File: src/rtl/cpu_fwd_pkg.sv
// rtl/cpu_fwd_pkg.sv - shared scoreboard types and stage/latency codes for the forwarding unit
package cpu_fwd_pkg;

    // Entry fields are sized for the widest supported configuration; narrower
    // addresses and latencies are zero-extended on entry.
    localparam int SB_ADDR_W = 8;
    localparam int SB_LAT_W  = 4;

    typedef struct packed {
        logic                 valid;
        logic                 wen;
        logic [SB_ADDR_W-1:0] dst;
        logic [SB_LAT_W-1:0]  lat;
    } sb_entry_t;

    localparam int FWD_RF     = 0;
    localparam int STG_ID_EX  = 1;
    localparam int STG_EX_MEM = 2;
    localparam int STG_MEM_WB = 3;

    localparam int LAT_ALU  = 0;
    localparam int LAT_LOAD = 1;

endpackage

File: src/rtl/fwd_scoreboard_if.sv
// rtl/fwd_scoreboard_if.sv - issue/operand/bypass bundle between ID stage and forwarding unit
interface fwd_scoreboard_if #(
    parameter int ADDR_W  = 5,
    parameter int NUM_SRC = 2,
    parameter int LAT_W   = 2,
    parameter int SEL_W   = 2,
    parameter int CNT_W   = 16
);
    logic                      issue_valid;
    logic                      issue_wen;
    logic [ADDR_W-1:0]         issue_dst;
    logic [LAT_W-1:0]          issue_lat;
    logic [NUM_SRC*ADDR_W-1:0] src_addr;
    logic [NUM_SRC-1:0]        src_used;
    logic                      hold;
    logic                      flush;
    logic [NUM_SRC*SEL_W-1:0]  fwd_sel;
    logic                      stall;
    logic                      issue_fire;
    logic [CNT_W-1:0]          stall_cnt;

    modport master (
        output issue_valid, issue_wen, issue_dst, issue_lat,
        output src_addr, src_used, hold, flush,
        input  fwd_sel, stall, issue_fire, stall_cnt
    );

    modport slave (
        input  issue_valid, issue_wen, issue_dst, issue_lat,
        input  src_addr, src_used, hold, flush,
        output fwd_sel, stall, issue_fire, stall_cnt
    );
endinterface

File: src/rtl/fwd_scoreboard_match.sv
// rtl/fwd_scoreboard_match.sv - youngest-writer priority search for one source operand
module fwd_match
    import cpu_fwd_pkg::*;
#(
    parameter int ADDR_W = 5,
    parameter int DEPTH  = 3,
    parameter int SEL_W  = 2
) (
    input  sb_entry_t [DEPTH:1] ent,
    input  logic                used,
    input  logic [ADDR_W-1:0]   addr,
    output logic [SEL_W-1:0]    sel,
    output logic                stall_i
);
    logic found;

    always_comb begin
        sel     = SEL_W'(FWD_RF);
        stall_i = 1'b0;
        found   = 1'b0;
        // r0 is hard-wired zero, so a write to it never needs forwarding.
        if (used && (addr != '0)) begin
            for (int s = 1; s <= DEPTH; s++) begin
                if (!found && ent[s].valid && ent[s].wen &&
                    (ent[s].dst == SB_ADDR_W'(addr))) begin
                    found = 1'b1;
                    if (s > int'(ent[s].lat)) begin
                        sel = SEL_W'(s);
                    end else begin
                        stall_i = 1'b1;
                    end
                end
            end
        end
    end
endmodule

File: src/rtl/fwd_scoreboard.sv
// rtl/fwd_scoreboard.sv - in-flight write scoreboard producing bypass selects and issue stall
module fwd_scoreboard
    import cpu_fwd_pkg::*;
#(
    parameter int ADDR_W  = 5,
    parameter int NUM_SRC = 2,
    parameter int DEPTH   = 3,
    parameter int LAT_W   = 2,
    parameter int SEL_W   = 2,
    parameter int CNT_W   = 16
) (
    input  logic          clk,
    input  logic          reset,
    fwd_scoreboard_if.slave sb
);
    sb_entry_t [DEPTH:1]      ent_q, ent_d;
    logic [CNT_W-1:0]         stall_cnt_q, stall_cnt_d;
    logic [NUM_SRC*SEL_W-1:0] sel_w;
    logic [NUM_SRC-1:0]       stall_vec;
    logic                     stall;
    logic                     fire;

    for (genvar i = 0; i < NUM_SRC; i++) begin : g_src
        fwd_match #(
            .ADDR_W (ADDR_W),
            .DEPTH  (DEPTH),
            .SEL_W  (SEL_W)
        ) u_match (
            .ent     (ent_q),
            .used    (sb.src_used[i]),
            .addr    (sb.src_addr[i*ADDR_W +: ADDR_W]),
            .sel     (sel_w[i*SEL_W +: SEL_W]),
            .stall_i (stall_vec[i])
        );
    end

    assign stall = sb.issue_valid & (|stall_vec);
    assign fire  = reset & sb.issue_valid & ~stall & ~sb.hold & ~sb.flush;

    always_comb begin
        ent_d = ent_q;
        if (!sb.hold) begin
            for (int s = DEPTH; s >= 2; s--) begin
                ent_d[s] = ent_q[s-1];
            end
            if (fire) begin
                ent_d[1] = '{valid: 1'b1,
                             wen:   sb.issue_wen,
                             dst:   SB_ADDR_W'(sb.issue_dst),
                             lat:   SB_LAT_W'(sb.issue_lat)};
            end else begin
                ent_d[1] = '0;
            end
        end
        // A redirect kills stage 1 even while the rest of the pipe is frozen.
        if (sb.flush) begin
            ent_d[1] = '0;
        end
    end

    always_comb begin
        stall_cnt_d = stall_cnt_q;
        if (stall && !sb.hold && (stall_cnt_q != '1)) begin
            stall_cnt_d = stall_cnt_q + 1'b1;
        end
    end

    always_ff @(posedge clk or negedge reset) begin
        if (!reset) begin
            ent_q       <= '0;
            stall_cnt_q <= '0;
        end else begin
            ent_q       <= ent_d;
            stall_cnt_q <= stall_cnt_d;
        end
    end

    assign sb.fwd_sel    = sel_w;
    assign sb.stall      = stall;
    assign sb.issue_fire = fire;
    assign sb.stall_cnt  = stall_cnt_q;
endmodule

File: src/flat_wrapper.sv
// flat-port wrapper written by rule: the top's interface ports become plain ports
module fwd_scoreboard_flat import cpu_fwd_pkg::*;
#(
    parameter int ADDR_W  = 5,
    parameter int NUM_SRC = 2,
    parameter int DEPTH   = 3,
    parameter int LAT_W   = 2,
    parameter int SEL_W   = 2,
    parameter int CNT_W   = 16
)
  (clk, reset, sb_issue_valid, sb_issue_wen, sb_issue_dst, sb_issue_lat, sb_src_addr, sb_src_used, sb_hold, sb_flush, sb_fwd_sel, sb_stall, sb_issue_fire, sb_stall_cnt);
  fwd_scoreboard_if #(.ADDR_W(ADDR_W), .NUM_SRC(NUM_SRC), .LAT_W(LAT_W), .SEL_W(SEL_W), .CNT_W(CNT_W)) sb_i ();
  input  logic clk;
  input  logic reset;
  input wire logic [$bits(sb_i.issue_valid)-1:0] sb_issue_valid;
  input wire logic [$bits(sb_i.issue_wen)-1:0] sb_issue_wen;
  input wire logic [$bits(sb_i.issue_dst)-1:0] sb_issue_dst;
  input wire logic [$bits(sb_i.issue_lat)-1:0] sb_issue_lat;
  input wire logic [$bits(sb_i.src_addr)-1:0] sb_src_addr;
  input wire logic [$bits(sb_i.src_used)-1:0] sb_src_used;
  input wire logic [$bits(sb_i.hold)-1:0] sb_hold;
  input wire logic [$bits(sb_i.flush)-1:0] sb_flush;
  output wire logic [$bits(sb_i.fwd_sel)-1:0] sb_fwd_sel;
  output wire logic [$bits(sb_i.stall)-1:0] sb_stall;
  output wire logic [$bits(sb_i.issue_fire)-1:0] sb_issue_fire;
  output wire logic [$bits(sb_i.stall_cnt)-1:0] sb_stall_cnt;
  assign sb_i.issue_valid = sb_issue_valid;
  assign sb_i.issue_wen = sb_issue_wen;
  assign sb_i.issue_dst = sb_issue_dst;
  assign sb_i.issue_lat = sb_issue_lat;
  assign sb_i.src_addr = sb_src_addr;
  assign sb_i.src_used = sb_src_used;
  assign sb_i.hold = sb_hold;
  assign sb_i.flush = sb_flush;
  assign sb_fwd_sel = sb_i.fwd_sel;
  assign sb_stall = sb_i.stall;
  assign sb_issue_fire = sb_i.issue_fire;
  assign sb_stall_cnt = sb_i.stall_cnt;
  fwd_scoreboard #(.ADDR_W(ADDR_W), .NUM_SRC(NUM_SRC), .DEPTH(DEPTH), .LAT_W(LAT_W), .SEL_W(SEL_W), .CNT_W(CNT_W)) u_core (.clk(clk), .reset(reset), .sb(sb_i));
endmodule
File: config.mk
export PLATFORM = sky130hd
export DESIGN_NAME = fwd_scoreboard_flat
export DESIGN_NICKNAME = d
export VERILOG_FILES = /design/src/rtl/cpu_fwd_pkg.sv /design/src/rtl/fwd_scoreboard_if.sv /design/src/rtl/fwd_scoreboard_match.sv /design/src/rtl/fwd_scoreboard.sv /design/src/flat_wrapper.sv
export SDC_FILE = /design/constraint.sdc
export NUM_CORES = 1
export LEC_CHECK = 0
export BUFFER_PORTS_ARGS = -buffer_cell sky130_fd_sc_hd__buf_2
export CELL_PAD_IN_SITES_DETAIL_PLACEMENT = 0
export CELL_PAD_IN_SITES_GLOBAL_PLACEMENT = 1
export CORE_MARGIN = 4
export CORE_UTILIZATION = 44
export CTS_BUF_LIST = sky130_fd_sc_hd__clkbuf_4 sky130_fd_sc_hd__clkbuf_8
export CTS_CLUSTER_SIZE = 20
export DETAILED_ROUTE_END_ITERATION = 10
export GPL_ROUTABILITY_DRIVEN = 1
export HOLD_SLACK_MARGIN = 0.08
export MAX_ROUTING_LAYER = met4
export PLACE_DENSITY_LB_ADDON = 0.15
export SLEW_MARGIN = 20
export SYNTH_ARGS = -nofsm -noshare
export SYNTH_HDL_FRONTEND = slang
export SYNTH_SLANG_ARGS = --single-unit
File: constraint.sdc
create_clock -name clk -period 2.95 [get_ports clk]
set_input_delay 0.59 -clock clk [delete_from_list [all_inputs] [get_ports clk]]
set_output_delay 0.59 -clock clk [all_outputs]
set_load 0.05 [all_outputs]
# Word-level counts from Yosys, hierarchy flattened
# Index checks and enable logic that the tools add are counted.
# word_totals
register_bits	58
inputBits	25
wordCells	97
output_inout_bits	22
# op_classes
n_eq_ne	8
add_sub_neg	1
bitwise_logic	8
n_reduce_logical	27
magnitude_cmp	3
mux	37
# ops
operator	count
== test 8 x 5 -> 1 bit	6
2-to-1 mux 14 bit	3
2-to-1 mux 1 bit	24
2-to-1 mux 2 bit	10
logical AND 1 bit	19
adder 16 x 1 -> 16 bit (second input constant)	1
!= test 16 bit (second input constant)	1
nonzero test 5 bit	2
greater-than comparator 2 x 4 -> 1 bit (first input constant)	2
bitwise AND 1 bit	5
zero test 1 bit	5
greater-than comparator 1 x 4 -> 1 bit (first input constant)	1
NOT 1 bit	3
!= test 2 x 1 -> 1 bit (second input constant)	1
OR reduction 2 bit	1

# Logic depth before layout (Yosys ltp)
# depth
ltp_word	25
ltp_mapped	8
depth_no_buf	8

# Hierarchy
# From an unflattened synthesis, not the netlist that was laid out.
# hier_totals
cells_unflattened	223
hier_area_um2	2568.7
# by_module_without_submodules
module	instances	cells_each	area_each_um2	seq_area_each_um2
fwd_scoreboard	1	139	1838.0	1076.0
fwd_match	2	42	365.4	0.0

# Least setup slack after synthesis
# Ideal clock, no wire load.
# synth_path
kind	input -> output
startpoint	in sb_src_addr[3]
endpoint	out sb_fwd_sel[1]
stages	6
path_slack_ns	-0.144
required_ns	2.360
t_arrival_ns	2.504
path_buffers	0
path_cell_list	xnor2_1 and3_4 a2111oi_2 and2_1 a21oi_1 nor3_1
# synth_between
elab_chain_cells	16
elab_cells_between_ends	22
classes_between	3 x eq/ne; 8 x mux; 11 x reduce/logical
# synth_lines
element	line_no	source
start, declared	flat_wrapper.sv:19	input wire logic [$bits(sb_i.src_addr)-1:0] sb_src_addr;
== test 8 x 5 -> 1 bit	fwd_scoreboard_match.sv:25	(ent[s].dst == SB_ADDR_W'(addr))) begin
logical AND 1 bit	fwd_scoreboard_match.sv:24	if (!found && ent[s].valid && ent[s].wen &&
2-to-1 mux 1 bit	fwd_scoreboard_match.sv:24	
2-to-1 mux 1 bit	fwd_scoreboard_match.sv:22	if (used && (addr != '0)) begin
zero test 1 bit	fwd_scoreboard_match.sv:24	
logical AND 1 bit (3 in a row)	fwd_scoreboard_match.sv:24	
2-to-1 mux 1 bit	fwd_scoreboard_match.sv:24	
2-to-1 mux 1 bit	fwd_scoreboard_match.sv:22	
zero test 1 bit	fwd_scoreboard_match.sv:24	
logical AND 1 bit (3 in a row)	fwd_scoreboard_match.sv:24	
2-to-1 mux 2 bit	fwd_scoreboard_match.sv:24	
2-to-1 mux 2 bit *	fwd_scoreboard_match.sv:22	
end, declared	flat_wrapper.sv:23	output wire logic [$bits(sb_i.fwd_sel)-1:0] sb_fwd_sel;
# Every way passes the cells marked *; elsewhere a longest branch is shown, timed or not. The select of a mux whose other input is x is not followed.

# Worst setup path after layout
# layout_path
startpoint	reg u_core.ent_q[20] in the netlist's numbering
endpoint	out sb_issue_fire
# layout_between
elab_chain_cells	16
elab_cells_between_ends	30
classes_between	2 x eq/ne; 12 x mux; 5 x bitwise; 11 x reduce/logical
# layout_lines
element	line_no	source
start, declared	fwd_scoreboard.sv:16	sb_entry_t [DEPTH:1] ent_q, ent_d;
start signal, assigned	fwd_scoreboard.sv:73	ent_q <= ent_d;
== test 8 x 5 -> 1 bit	fwd_scoreboard_match.sv:25	
logical AND 1 bit	fwd_scoreboard_match.sv:24	
2-to-1 mux 1 bit	fwd_scoreboard_match.sv:24	
2-to-1 mux 1 bit	fwd_scoreboard_match.sv:22	
zero test 1 bit	fwd_scoreboard_match.sv:24	
logical AND 1 bit (3 in a row)	fwd_scoreboard_match.sv:24	
2-to-1 mux 1 bit	fwd_scoreboard_match.sv:24	
2-to-1 mux 1 bit	fwd_scoreboard_match.sv:22	
OR reduction 2 bit *	fwd_scoreboard.sv:37	assign stall = sb.issue_valid & (|stall_vec);
bitwise AND 1 bit *	fwd_scoreboard.sv:37	
NOT 1 bit *	fwd_scoreboard.sv:38	assign fire = reset & sb.issue_valid & ~stall & ~sb.hold & ~sb.flush;
bitwise AND 1 bit * (3 in a row)	fwd_scoreboard.sv:38	
end, declared	flat_wrapper.sv:25	output wire logic [$bits(sb_i.issue_fire)-1:0] sb_issue_fire;
# Marks and branches as above.

==> impl_results.md <==
- Number of max-cap violations: 0
- Critical Path AT: 2370 ps
- Layout net count: 306
- Yosys reg bits: 43
- CTS buffer count: 5
- I/O Buffers: 46
- P&R area growth vs syn: 24.6%
- DRC: 0
- Xor/xnor share of the synthesized area: 16.0%
- CTS tree: built
- Synth Instances: 212
- Synth unique cells: 40
- RSZ-0062 raised after global routing: true
- Die Area: 0.00658 mm2
- CP Max Fanout: 4
- Area fraction in compound gates after synthesis: 8.13%
- Syn nets: 238
- H-tree levels: 2
- Routed len/inst: 14.7 um
- Post-synthesis sequential area ratio: 45.7%
- CP startpoint kind: register
- CTS sink count: 43
- Design area: 0.00293 mm2
- Status: finished with violations
- Fmax: 0.338 GHz
- Mean Syn Cell Area: 11.1 um2
- Ys flop type: dfrtp_1
- Worst r2r src: u_core.ent_q[18]
- Clock Tree Buf Depth: 2
- Fin Setup TNS: -6.69 ps
- Cells on worst reg2reg path: 10
- Global-route wire length before repair: 8600 um
- Post-synth EDFFs: 0
- PwrDens: 380 mW/mm2
- Gpl congestion: 0.913
- Final HPWL DP: 3860 um
- Placed cell areas: 0.00278 mm2
- Dpl ws: -74.0 ps
- Hold Crit Class: input pin to async pin
- Multiplexer share of the synthesized area: 9.99%
- Vias in the first global route: 1801
- Final period demand of the worst path: 2960 ps
- Vias per cell: 5.27
- Setup violators final: 1
- End of the worst register-to-register path: u_core.sb.stall_cnt[1]
- Worst Setup Slack, final: -6.69 ps
- Failing checks: setup timing
- Final Max Tran Viols: 0
- Rel. slew slack: 53.5%
- Maximum vdd drop: 0.227 mV
- Site row count: 26
- Initial DRC count: 53
- Main combinational cell family by area after synthesis: simple AND/OR/NAND/NOR gates
- Fin util: 57.1%
- Core box area: 0.00514 mm2
- CP required: 2360 ps
- I/O pins: 47
- Fin. Hold Viols: 0
- Skew-Pair Late Insertion Delay: 290 ps
- Leakage power: 1.47 nW
- Synth warn: 0
- CP endpoint kind: output pin
- CTS clk-pin slew, worst paths: 80 ps
- Initial antenna violation count: 0
- GRT Overall Usage: 17.5%
- Vias: 1844
- Period utilization: 100%
- Starting Density: 45.8%
- Register-to-Register Setup Slack: 460 ps
- Most frequent cells in the layout: buf_2, dfrtp_1, xor2_1
- DIE WIDTH: 81.1 um
- Largest net degree at the start of global routing: 44
- Overflow after GRT: 0
- Clock Tree Root: clkbuf_8
- Post-Synth Adder-Cell Area: 0.532%
- Remaining antenna violation count: 0
- Worst-margin pin slew: 696 ps
- WL final: 5140 um
- Asr flop ratio synth: 100%
- Diode count: 0
- Drt first pass iters: 4
- Die Ht: 81.1 um
- Most common cell after layout, fill and taps aside: buf_2
- Crit Path Class: register to output pin
- Mapped Area: 0.00235 mm2
- Simple-Gate Fraction of Synth Area: 18.0%
- Clock Skews: 4.93 ps
- Share of layout cells above drive strength 1: 39.3%
## state kept, by name (all words and copies together) (netlist names)
name	flops
u_core.ent_q	27
u_core.sb.stall_cnt	16
## critical path, stage by stage (launching register included)
cell	delay, ps
dfrtp_2	450
xor2_1	180
nor4_2	240
buf_4	160
a2111oi_4	60
a221o_2	360
a22oi_4	170
and4b_1	270
buf_6	170
## metal layers
metal	global-route usage [%]	wire length, um
met4	4.73	43
met2	28.1	2410
met5	-	0
met3	2.99	264
met1	23.0	2420
## power breakdown
| part | internal, mW | switching (mW) | total (mW) |
|---|---|---|---|
| Sequential | 0.601 | 0.0137 | 0.615 |
| Combinational | 0.0602 | 0.0657 | 0.126 |
| Clock | 0.184 | 0.190 | 0.373 |
## per-stage QoR
step | power, mW | cells | hold slack, ps
after global placement | 0.749 | 339 | 479
final | 1.11 | 350 | 391
after detailed placement | 0.750 | 339 | 486
after global routing | 1.17 | 350 | 448
after floorplan | 0.686 | 212 | 294
after CTS | 1.13 | 349 | 406
## Yosys cell counts (2+ instances only)
cell type,instances,area [um2]
dfrtp_1,43,1080
xor2_1,29,254
mux2_2,20,225
nor2_1,14,52.6
xnor2_1,14,123
nand2_1,13,48.8
nor3_1,11,55.1
nand3_1,9,45.0
a22o_1,8,70.1
nor4_2,5,62.6
a21oi_1,4,20.0
nand4_1,4,25.0
nor2b_1,4,25.0
o21ai_0,3,15.0
and2_1,2,12.5
buf_1,2,7.51
nor3b_1,2,15.0
nor4b_1,2,17.5
or4_1,2,15.0
## layout make-up
cell class | instances | area, um2
clock inverter | 1 | 5.00
tap | 70 | 87.6
clock buffer | 6 | 82.6
fill | 478 | 2210
inverter | 1 | 3.75
sequential | 43 | 1080
timing repair buffer | 67 | 404
multi-input combinational | 162 | 1270
## worst max path at each step
stage                          start       endpoint  cells past startpoint
floorplan             sb_src_addr[5]  sb_issue_fire                      6
global placement      sb_src_addr[8]  sb_issue_fire                      8
detailed placement    sb_src_addr[8]  sb_issue_fire                      8
CTS                 u_core.ent_q[19]  sb_issue_fire                      7
global route        u_core.ent_q[20]  sb_issue_fire                      8
finish              u_core.ent_q[20]  sb_issue_fire                      8
## cells by family (layout without fill, tap and decap cells)
logic type | Yosys count | in the layout
and+or+nand+nor | 74 | 74
AOI/OAI and AO/OA | 23 | 23
muxes | 21 | 21
buffers and inverters | 7 | 75
DFF | 43 | 43
adders and majority gates | 1 | 1
xor gates and xnor gates | 43 | 43
## what timing repair did
action,CTS,global route
pin swaps,3,2
endpoints found under the setup margin,2,2
buffers inserted,3,1
resized for setup,5,3
cloned,0,0
hold buffers,0,0
(Power assumes the default switching activity.)
